--- src/rtl/serial_comp.sv ---
// serial_comp: wide unsigned magnitude comparator. It walks the operands one
// nibble per cycle through a single comp4, starting at the most significant
// nibble, and stops at the first nibble pair that differs.
// WIDTH must be a multiple of 4 and at least 4.

// comp4: combinational 4-bit unsigned magnitude compare
module comp4 (
  input  logic [3:0] a,
  input  logic [3:0] b,
  output logic       eq,
  output logic       gt,
  output logic       lt
);

  // Exactly one of eq/gt/lt is asserted for any input pair
  always_comb begin
    eq = (a == b);
    gt = (a > b);
    lt = (a < b);
  end

endmodule

module serial_comp #(
  parameter int WIDTH = 16
) (
  input  logic             clk,
  input  logic             rst,
  input  logic             start,
  input  logic [WIDTH-1:0] a,
  input  logic [WIDTH-1:0] b,
  output logic             busy,
  output logic             done,
  output logic             eq,
  output logic             gt,
  output logic             lt
);

  localparam int NIBBLES = WIDTH / 4;
  // A single-nibble build still needs a 1-bit index register
  localparam int IW = (NIBBLES > 1) ? $clog2(NIBBLES) : 1;

  typedef enum logic [1:0] {
    IDLE = 2'd0,
    CMP  = 2'd1,
    DONE = 2'd2
  } state_t;

  state_t          r_state;
  state_t          w_nextState;
  logic [WIDTH-1:0] r_opA;
  logic [WIDTH-1:0] r_opB;
  logic [IW-1:0]    r_idx;
  logic             r_eq;
  logic             r_gt;
  logic             r_lt;

  logic             w_load;
  logic             w_dec;
  logic             w_finish;
  logic [IW+1:0]    w_bitIdx;
  logic [3:0]       w_nibA;
  logic [3:0]       w_nibB;
  logic             w_cEq;
  logic             w_cGt;
  logic             w_cLt;

  // Select the nibble pair addressed by the current index
  always_comb begin
    w_bitIdx = {r_idx, 2'b00};
    w_nibA   = r_opA[w_bitIdx +: 4];
    w_nibB   = r_opB[w_bitIdx +: 4];
  end

  comp4 u_comp4 (
    .a  (w_nibA),
    .b  (w_nibB),
    .eq (w_cEq),
    .gt (w_cGt),
    .lt (w_cLt)
  );

  // State register
  always_ff @(posedge clk or posedge rst) begin
    if (rst) begin
      r_state <= IDLE;
    end else begin
      r_state <= w_nextState;
    end
  end

  // Next-state logic and datapath control strobes
  always_comb begin
    w_nextState = r_state;
    w_load      = 1'b0;
    w_dec       = 1'b0;
    w_finish    = 1'b0;
    unique case (r_state)
      IDLE: begin
        if (start) begin
          w_load      = 1'b1;
          w_nextState = CMP;
        end
      end
      CMP: begin
        if (!w_cEq || (r_idx == '0)) begin
          w_finish    = 1'b1;
          w_nextState = DONE;
        end else begin
          w_dec = 1'b1;
        end
      end
      DONE: begin
        // A start arriving during the done cycle is accepted straight away
        if (start) begin
          w_load      = 1'b1;
          w_nextState = CMP;
        end else begin
          w_nextState = IDLE;
        end
      end
      default: begin
        w_nextState = IDLE;
      end
    endcase
  end

  // Operand capture, nibble index and result registers
  always_ff @(posedge clk or posedge rst) begin
    if (rst) begin
      r_opA <= '0;
      r_opB <= '0;
      r_idx <= '0;
      r_eq  <= 1'b0;
      r_gt  <= 1'b0;
      r_lt  <= 1'b0;
    end else begin
      if (w_load) begin
        r_opA <= a;
        r_opB <= b;
        r_idx <= IW'(NIBBLES - 1);
        r_eq  <= 1'b0;
        r_gt  <= 1'b0;
        r_lt  <= 1'b0;
      end else if (w_dec) begin
        r_idx <= r_idx - IW'(1);
      end
      // On the finishing cycle comp4 eq can only be 1 when idx is 0,
      // so its flags are the final answer either way
      if (w_finish) begin
        r_eq <= w_cEq;
        r_gt <= w_cGt;
        r_lt <= w_cLt;
      end
    end
  end

  // Status outputs decode straight from the registered state
  always_comb begin
    busy = (r_state == CMP);
    done = (r_state == DONE);
    eq   = r_eq;
    gt   = r_gt;
    lt   = r_lt;
  end

endmodule

--- config.mk ---
export PLATFORM = sky130hd
export DESIGN_NAME = serial_comp
export DESIGN_NICKNAME = d
export VERILOG_FILES = /design/src/rtl/serial_comp.sv
export SDC_FILE = /design/constraint.sdc
export NUM_CORES = 1
export LEC_CHECK = 0
export ABC_AREA = 1
export CAP_MARGIN = 20
export CORE_MARGIN = 2
export CORE_UTILIZATION = 51
export DETAILED_ROUTE_END_ITERATION = 10
export GPL_TIMING_DRIVEN = 0
export MAX_ROUTING_LAYER = met4
export PLACE_DENSITY = 0.79
export SETUP_SLACK_MARGIN = 0.2
export SLEW_MARGIN = 25
export SYNTH_ARGS = -nofsm -noshare
export SYNTH_HDL_FRONTEND = slang
export SYNTH_SLANG_ARGS = --single-unit
--- constraint.sdc ---
create_clock -name clk -period 2.2 [get_ports clk]
set_input_delay 0.55 -clock clk [delete_from_list [all_inputs] [get_ports clk]]
set_output_delay 0.55 -clock clk [all_outputs]
set_load 0.005 [all_outputs]
### After elaboration in Yosys (flattened, before gate mapping)

Cells that the tools add are included.
W data, S select, Z words.

* output and inout bits: 5
* register bits: 39
* word-level logic and storage cells: 41
* bits of input ports: 35

* equal/unequal tests: 5
* $lt $le $gt $ge: 2
* $add $sub $neg: 1
* shift operators: 2
* reduce and logical (&&, ||, !) cells: 8
* mux-type cells: 16

Operators by type and width (number)
* $shiftx A16 B5 Y4: 2
* $mux W1: 11
* $mux W2: 4
* $pmux W2 S3: 1
* $eq A4 B4 Y1: 1
* $gt A4 B4 Y1: 1
* $logic_not A2 Y1: 2
* $lt A4 B4 Y1: 1
* $reduce_bool A2 Y1: 2
* $eq A2 B1 Y1 const B: 1
* $eq A2 B2 Y1 const B: 1
* $ne A2 B1 Y1 const B: 1
* $ne A2 B2 Y1 const B: 1
* $reduce_and A2 Y1: 1
* $reduce_or A2 Y1: 1
* $sub A2 B1 Y2 const B: 1
* $logic_not A1 Y1: 1
* $logic_or A1 B1 Y1: 1

### Longest topological paths before layout

* depth in word-level cells: 8
* mapped depth: 13
* gate-level depth less buffers: 12

### Cells and area by module

A second synthesis with hierarchy kept.

* cell total of the unflattened synthesis: 249
* area total of the unflattened synthesis: 1948.1 µm²

Modules (own cells, without submodules)
* serial_comp: sequential area each 975.9 µm², cells an instance 229, area each 1833.0 µm², times used 1
* comp4: sequential area each 0.0 µm², cells an instance 20, area each 115.1 µm², times used 1

### Worst setup path before layout

OpenSTA, ideal clock, no wires.

* path kind: flip-flop to flip-flop
* from: register r_idx[0]
* to: register r_idx[0]
* setup slack: 0.449 ns
* buffers on the path: 2
* data required time: 2.075 ns
* setup time: 0.125 ns
* cell stages (with the launch flop): 12
* clock period less this slack: 1.751 ns
* arrival: 1.627 ns
* path through: dfrtp_1 > buf_4 > inv_2 > buf_4 > o21ai_0 > o22ai_1 > ha_1 > nand2_1 > nor2_4 > nand3_1 > nand2_1 > nand3_1

* cells in the longest elaborated chain, start to end: 7
* elaborated cells on any way between the ends: 12
* those cells by class: add/sub (1); eq/ne (1); shift (2); mux (4); reduce/logical (4)

Ends and longest elaborated chain
* start: declaration: line 53 `logic [IW-1:0] r_idx;`
* start signal: assignment: line 141 `r_idx <= IW'(NIBBLES - 1);`
* start signal: assignment: line 146 `r_idx <= r_idx - IW'(1);`
* $shiftx A16 B5 Y4, on equally long branches: line 71, 72
* $eq A4 B4 Y1: line 17 `eq = (a == b);`
* $logic_not A1 Y1: line 106 `if (!w_cEq || (r_idx == '0)) begin`
* $logic_or A1 B1 Y1: line 106
* $mux W1: line 106
* $mux W1: line 98 `unique case (r_state)`
* $reduce_bool A2 Y1 (no source line)

Several ways; a longest one is shown, not always the timed one. The select of a mux whose other input is x is not followed.
A chain may end at the register's enable or synchronous reset.

### Final worst setup path

* from: register r_state[0]
* to: output busy

* cells in the longest elaborated chain, start to end: 1

Ends and longest elaborated chain
* start: declaration: line 49 `state_t r_state;`
* start signal: assignment: line 88 `r_state <= w_nextState;`
* $eq A2 B1 Y1: line 160 `busy = (r_state == CMP);`
* end: declaration: line 32 `output logic busy,`

No other way between the ends.

==> results.sh <==
export IMPL_synth_distinct_cells=19
export IMPL_rsz0062_at_grt="false"
export IMPL_drc=0
export IMPL_insertion_delay_ps=290
export IMPL_die_y_um=66.7
export IMPL_ant_nets=0
export IMPL_grt_pass1_wl_mm=6.35
export IMPL_switching_share_pct=36.3
export IMPL_dr_wl_met2_mm=1.74
export IMPL_setup_viol=0
export IMPL_drt_pass1_iter_count=4
export IMPL_min_to="eq$_DFFE_PP0P_"
export IMPL_powerDensity_nw_per_um2=1330
export IMPL_seq_area_frac_synth_pct=48.8
export IMPL_diodes=0
export IMPL_cp_arrival_ps=1320
export IMPL_relSlewSlack_pct=48.4
export IMPL_hold_start="eq$_DFFE_PP0P_"
export IMPL_port_buffers=39
export IMPL_crit_chain="inv_2 -> nor2_4 -> clkdlybuf4s50_1"
export IMPL_slowest_stage="clkdlybuf4s50_1"
export IMPL_grt_pass1_vias=1373
export IMPL_hold_slack_ps=507
export IMPL_synth_warnings=0
export IMPL_p_leak_nw=1.24
export IMPL_fin_crit_ps=1870
export IMPL_drt_initial_drc_count=77
export IMPL_dieWidth_um=66.7
export IMPL_max_vdd_ir_drop_v=0.000661
export IMPL_num_rows=22
export IMPL_max_stage_delay_ps=500
export IMPL_num_vias=1365
export IMPL_cap_viol_max_count=0
export IMPL_ioPinCount=40
export IMPL_clk_pin_slew_ps=70
export IMPL_hold_depth=2
export IMPL_wl_met1_mm=1.86
export IMPL_fmax_mhz=534
export IMPL_n_fill_cell=288
export IMPL_reg2reg_to="r_idx[1]$_DFFE_PP0P_"
export IMPL_hold_viol=0
export IMPL_syn_to_final_growth_pct=29.7
export IMPL_dp_hpwl_mm=2.65
export IMPL_p_clk_share_pct=15.2
export IMPL_routed_wl_mm=3.81
export IMPL_cts_made_buffers=5
export IMPL_core_um2=3720
export IMPL_p_switching_w=0.00125
export IMPL_place_gp_congestion=0.847
export IMPL_viasPerCell=5.02
export IMPL_post_route_period_util_pct=85.1
export IMPL_grt_max_degree=40
export IMPL_root_buffer="clkbuf_8"
export IMPL_cts_path_max_buffers=2
export IMPL_layout_setup_ws_ps=327
export IMPL_status="completed"
export IMPL_rr_startpoint="r_idx[0]$_DFFE_PP0P_"
export IMPL_pwr_share_seq_pct=33.9
export IMPL_hp_class="reg -> reg"
export IMPL_fin_util_pct=69.9
export IMPL_tightestPinTransition_ps=773
export IMPL_cts_sinks=39
export IMPL_internal_power_w=0.00220
export IMPL_wl_met3_um=165
export IMPL_start_util_pct=53.9
export IMPL_syn_avg_cell_area_um2=11.5
export IMPL_cp_max_fo=2
export IMPL_end_kind="primary output"
export IMPL_ys_ff_latch=39
export IMPL_synthCells=174
export IMPL_drive_gt1_share_pct=26.3
export IMPL_dieArea_um2=4440
export IMPL_cts_tree="done"
export IMPL_antenna_found_initial=0
export IMPL_grt_overflow=0
export IMPL_power_total_w=0.00345
export IMPL_top_layer_used="met4"
export IMPL_rrSetupSlack_ps=340
export IMPL_r2r_cells=12
export IMPL_cts_htree_levels=2
export IMPL_worstSetupPathType="reg -> out"
export IMPL_syn_nets=214
export IMPL_finalMaxSlewViolations=0
export IMPL_route_detailed_wl_per_inst_um=14.0
export IMPL_fin_nets=263
export IMPL_critPathLaunchType="flip-flop"
export IMPL_worst_clock_skew_ps=3.17
export IMPL_tns_ps=0
export IMPL_syn_area_um2=2000
export IMPL_comb_power_share_pct=50.9
export IMPL_grt_usage_pct=19.8
export IMPL_dpl_worst_slack_ps=248
export IMPL_worstPathRequired_ps=1650
-- metal layers --
metal  global-route usage, %  vias to the layer above
met5                       -                        -
met4                    7.65                        0
met3                    4.05                        5
met2                    29.3                       35
met1                    27.0                      644
li1                        -                      681
-- sequential cells by signal, summed over array words and instances, names as in the netlist --
name / count
r_opA: 16
r_opB: 16
r_idx: 2
r_state: 2
eq: 1
gt: 1
lt: 1
-- final cells by class --
cell class	instances	area (um2)	area share (%)
sequential	39	976	37.6
clock buffer	8	100	3.85
inverter	13	53.8	2.07
multi-input combinational	114	915	35.2
buffer	8	80.1	3.08
timing repair buffer	42	413	15.9
tap	48	60.1	2.31
-- worst max-delay path, delay by kind of cell, from the launching register on --
family / cells / cell delay, ps
flops: 1 / 360
buf+inv: 2 / 570
simple gates: 1 / 100
-- cells in the final DEF, fill, tap and decap left out --
master,instances
inv_1,9
clkdlybuf4s50_1,39
buf_4,4
nand2_2,1
o21ai_0,11
inv_4,2
nand2_4,1
clkbuf_8,7
nor2_4,2
nand3_2,1
ha_1,5
nand4_1,1
mux2_4,31
dfrtp_1,39
clkbuf_1,1
o22a_1,3
o22ai_1,4
buf_6,6
inv_2,2
o21ai_1,5
buf_2,1
a21oi_2,1
nand2_1,21
a21oi_1,3
nor2_1,19
nand3_1,5
-- logic make-up (layout without fill, tap and decap cells) --
logic type | after synthesis | count (layout) | share of synthesized area (%)
DFF | 39 | 39 | 48.8
muxes | 31 | 31 | 23.3
AOI/OAI and AO/OA | 27 | 27 | 7.75
and+or+nand+nor | 51 | 51 | 11.2
adders and majority gates | 5 | 5 | 3.13
buffers and inverters | 21 | 71 | 5.94
-- synth_stat cells --
library cell,instances,area [um2]
o22a_1,3,26.3
o21ai_0,16,80.1
ha_1,5,62.6
buf_6,4,45.0
nand2_1,22,82.6
buf_2,2,10.0
a21oi_2,1,8.76
o22ai_1,4,25.0
inv_2,3,11.3
nand4_1,1,6.26
nand3_1,6,30.0
nor2_4,2,22.5
buf_4,2,15.0
a21oi_1,3,15.0
inv_1,10,37.5
mux2_4,31,465
dfrtp_1,39,976
nor2_1,19,71.3
nand2_4,1,11.3
-- power groups by stage --
stage	Combinational (W)	Clock [W]	Sequential (W)
final	0.00176	0.000523	0.00117
after global routing	0.00197	0.000572	0.00120
after CTS	0.00167	0.000535	0.00117
after detailed placement	0.00167	0	0.00117
after global placement	0.00162	0	0.00117
after floorplan	0.00129	0	0.00112
-- worst max-delay path by stage --
| stage | from | end | slack [ps] | depth (start not counted) |
|---|---|---|---|---|
| final | r_state[0]$_DFFE_PP0P_ | busy | 330 | 3 |
| after global routing | r_idx[0]$_DFFE_PP0P_ | gt$_DFFE_PP0P_ | 200 | 12 |
| after CTS | r_idx[0]$_DFFE_PP0P_ | r_idx[1]$_DFFE_PP0P_ | 220 | 11 |
| after detailed placement | r_idx[0]$_DFFE_PP0P_ | r_idx[1]$_DFFE_PP0P_ | 250 | 11 |
| after global placement | rst | lt$_DFFE_PP0P_ | 20 | 2 |
| after floorplan | r_idx[0]$_DFFE_PP0P_ | r_idx[0]$_DFFE_PP0P_ | 450 | 11 |
-- stage by stage --
stage | std cells | instance area (um2)
CTS | 269 | 2550
finish | 272 | 2600
global route | 272 | 2600
detailed placement | 261 | 2450
global placement | 261 | 2450
floorplan | 174 | 2000
-- timing repair --
action                                  4_1_cts  5_1_grt
buffers inserted                              0        3
hold buffers                                  0        0
gates resized for setup                       0       13
endpoints found under the setup margin        0        6
endpoints found under the hold margin         0        0
Note: power is estimated with default switching activity, not from simulation.
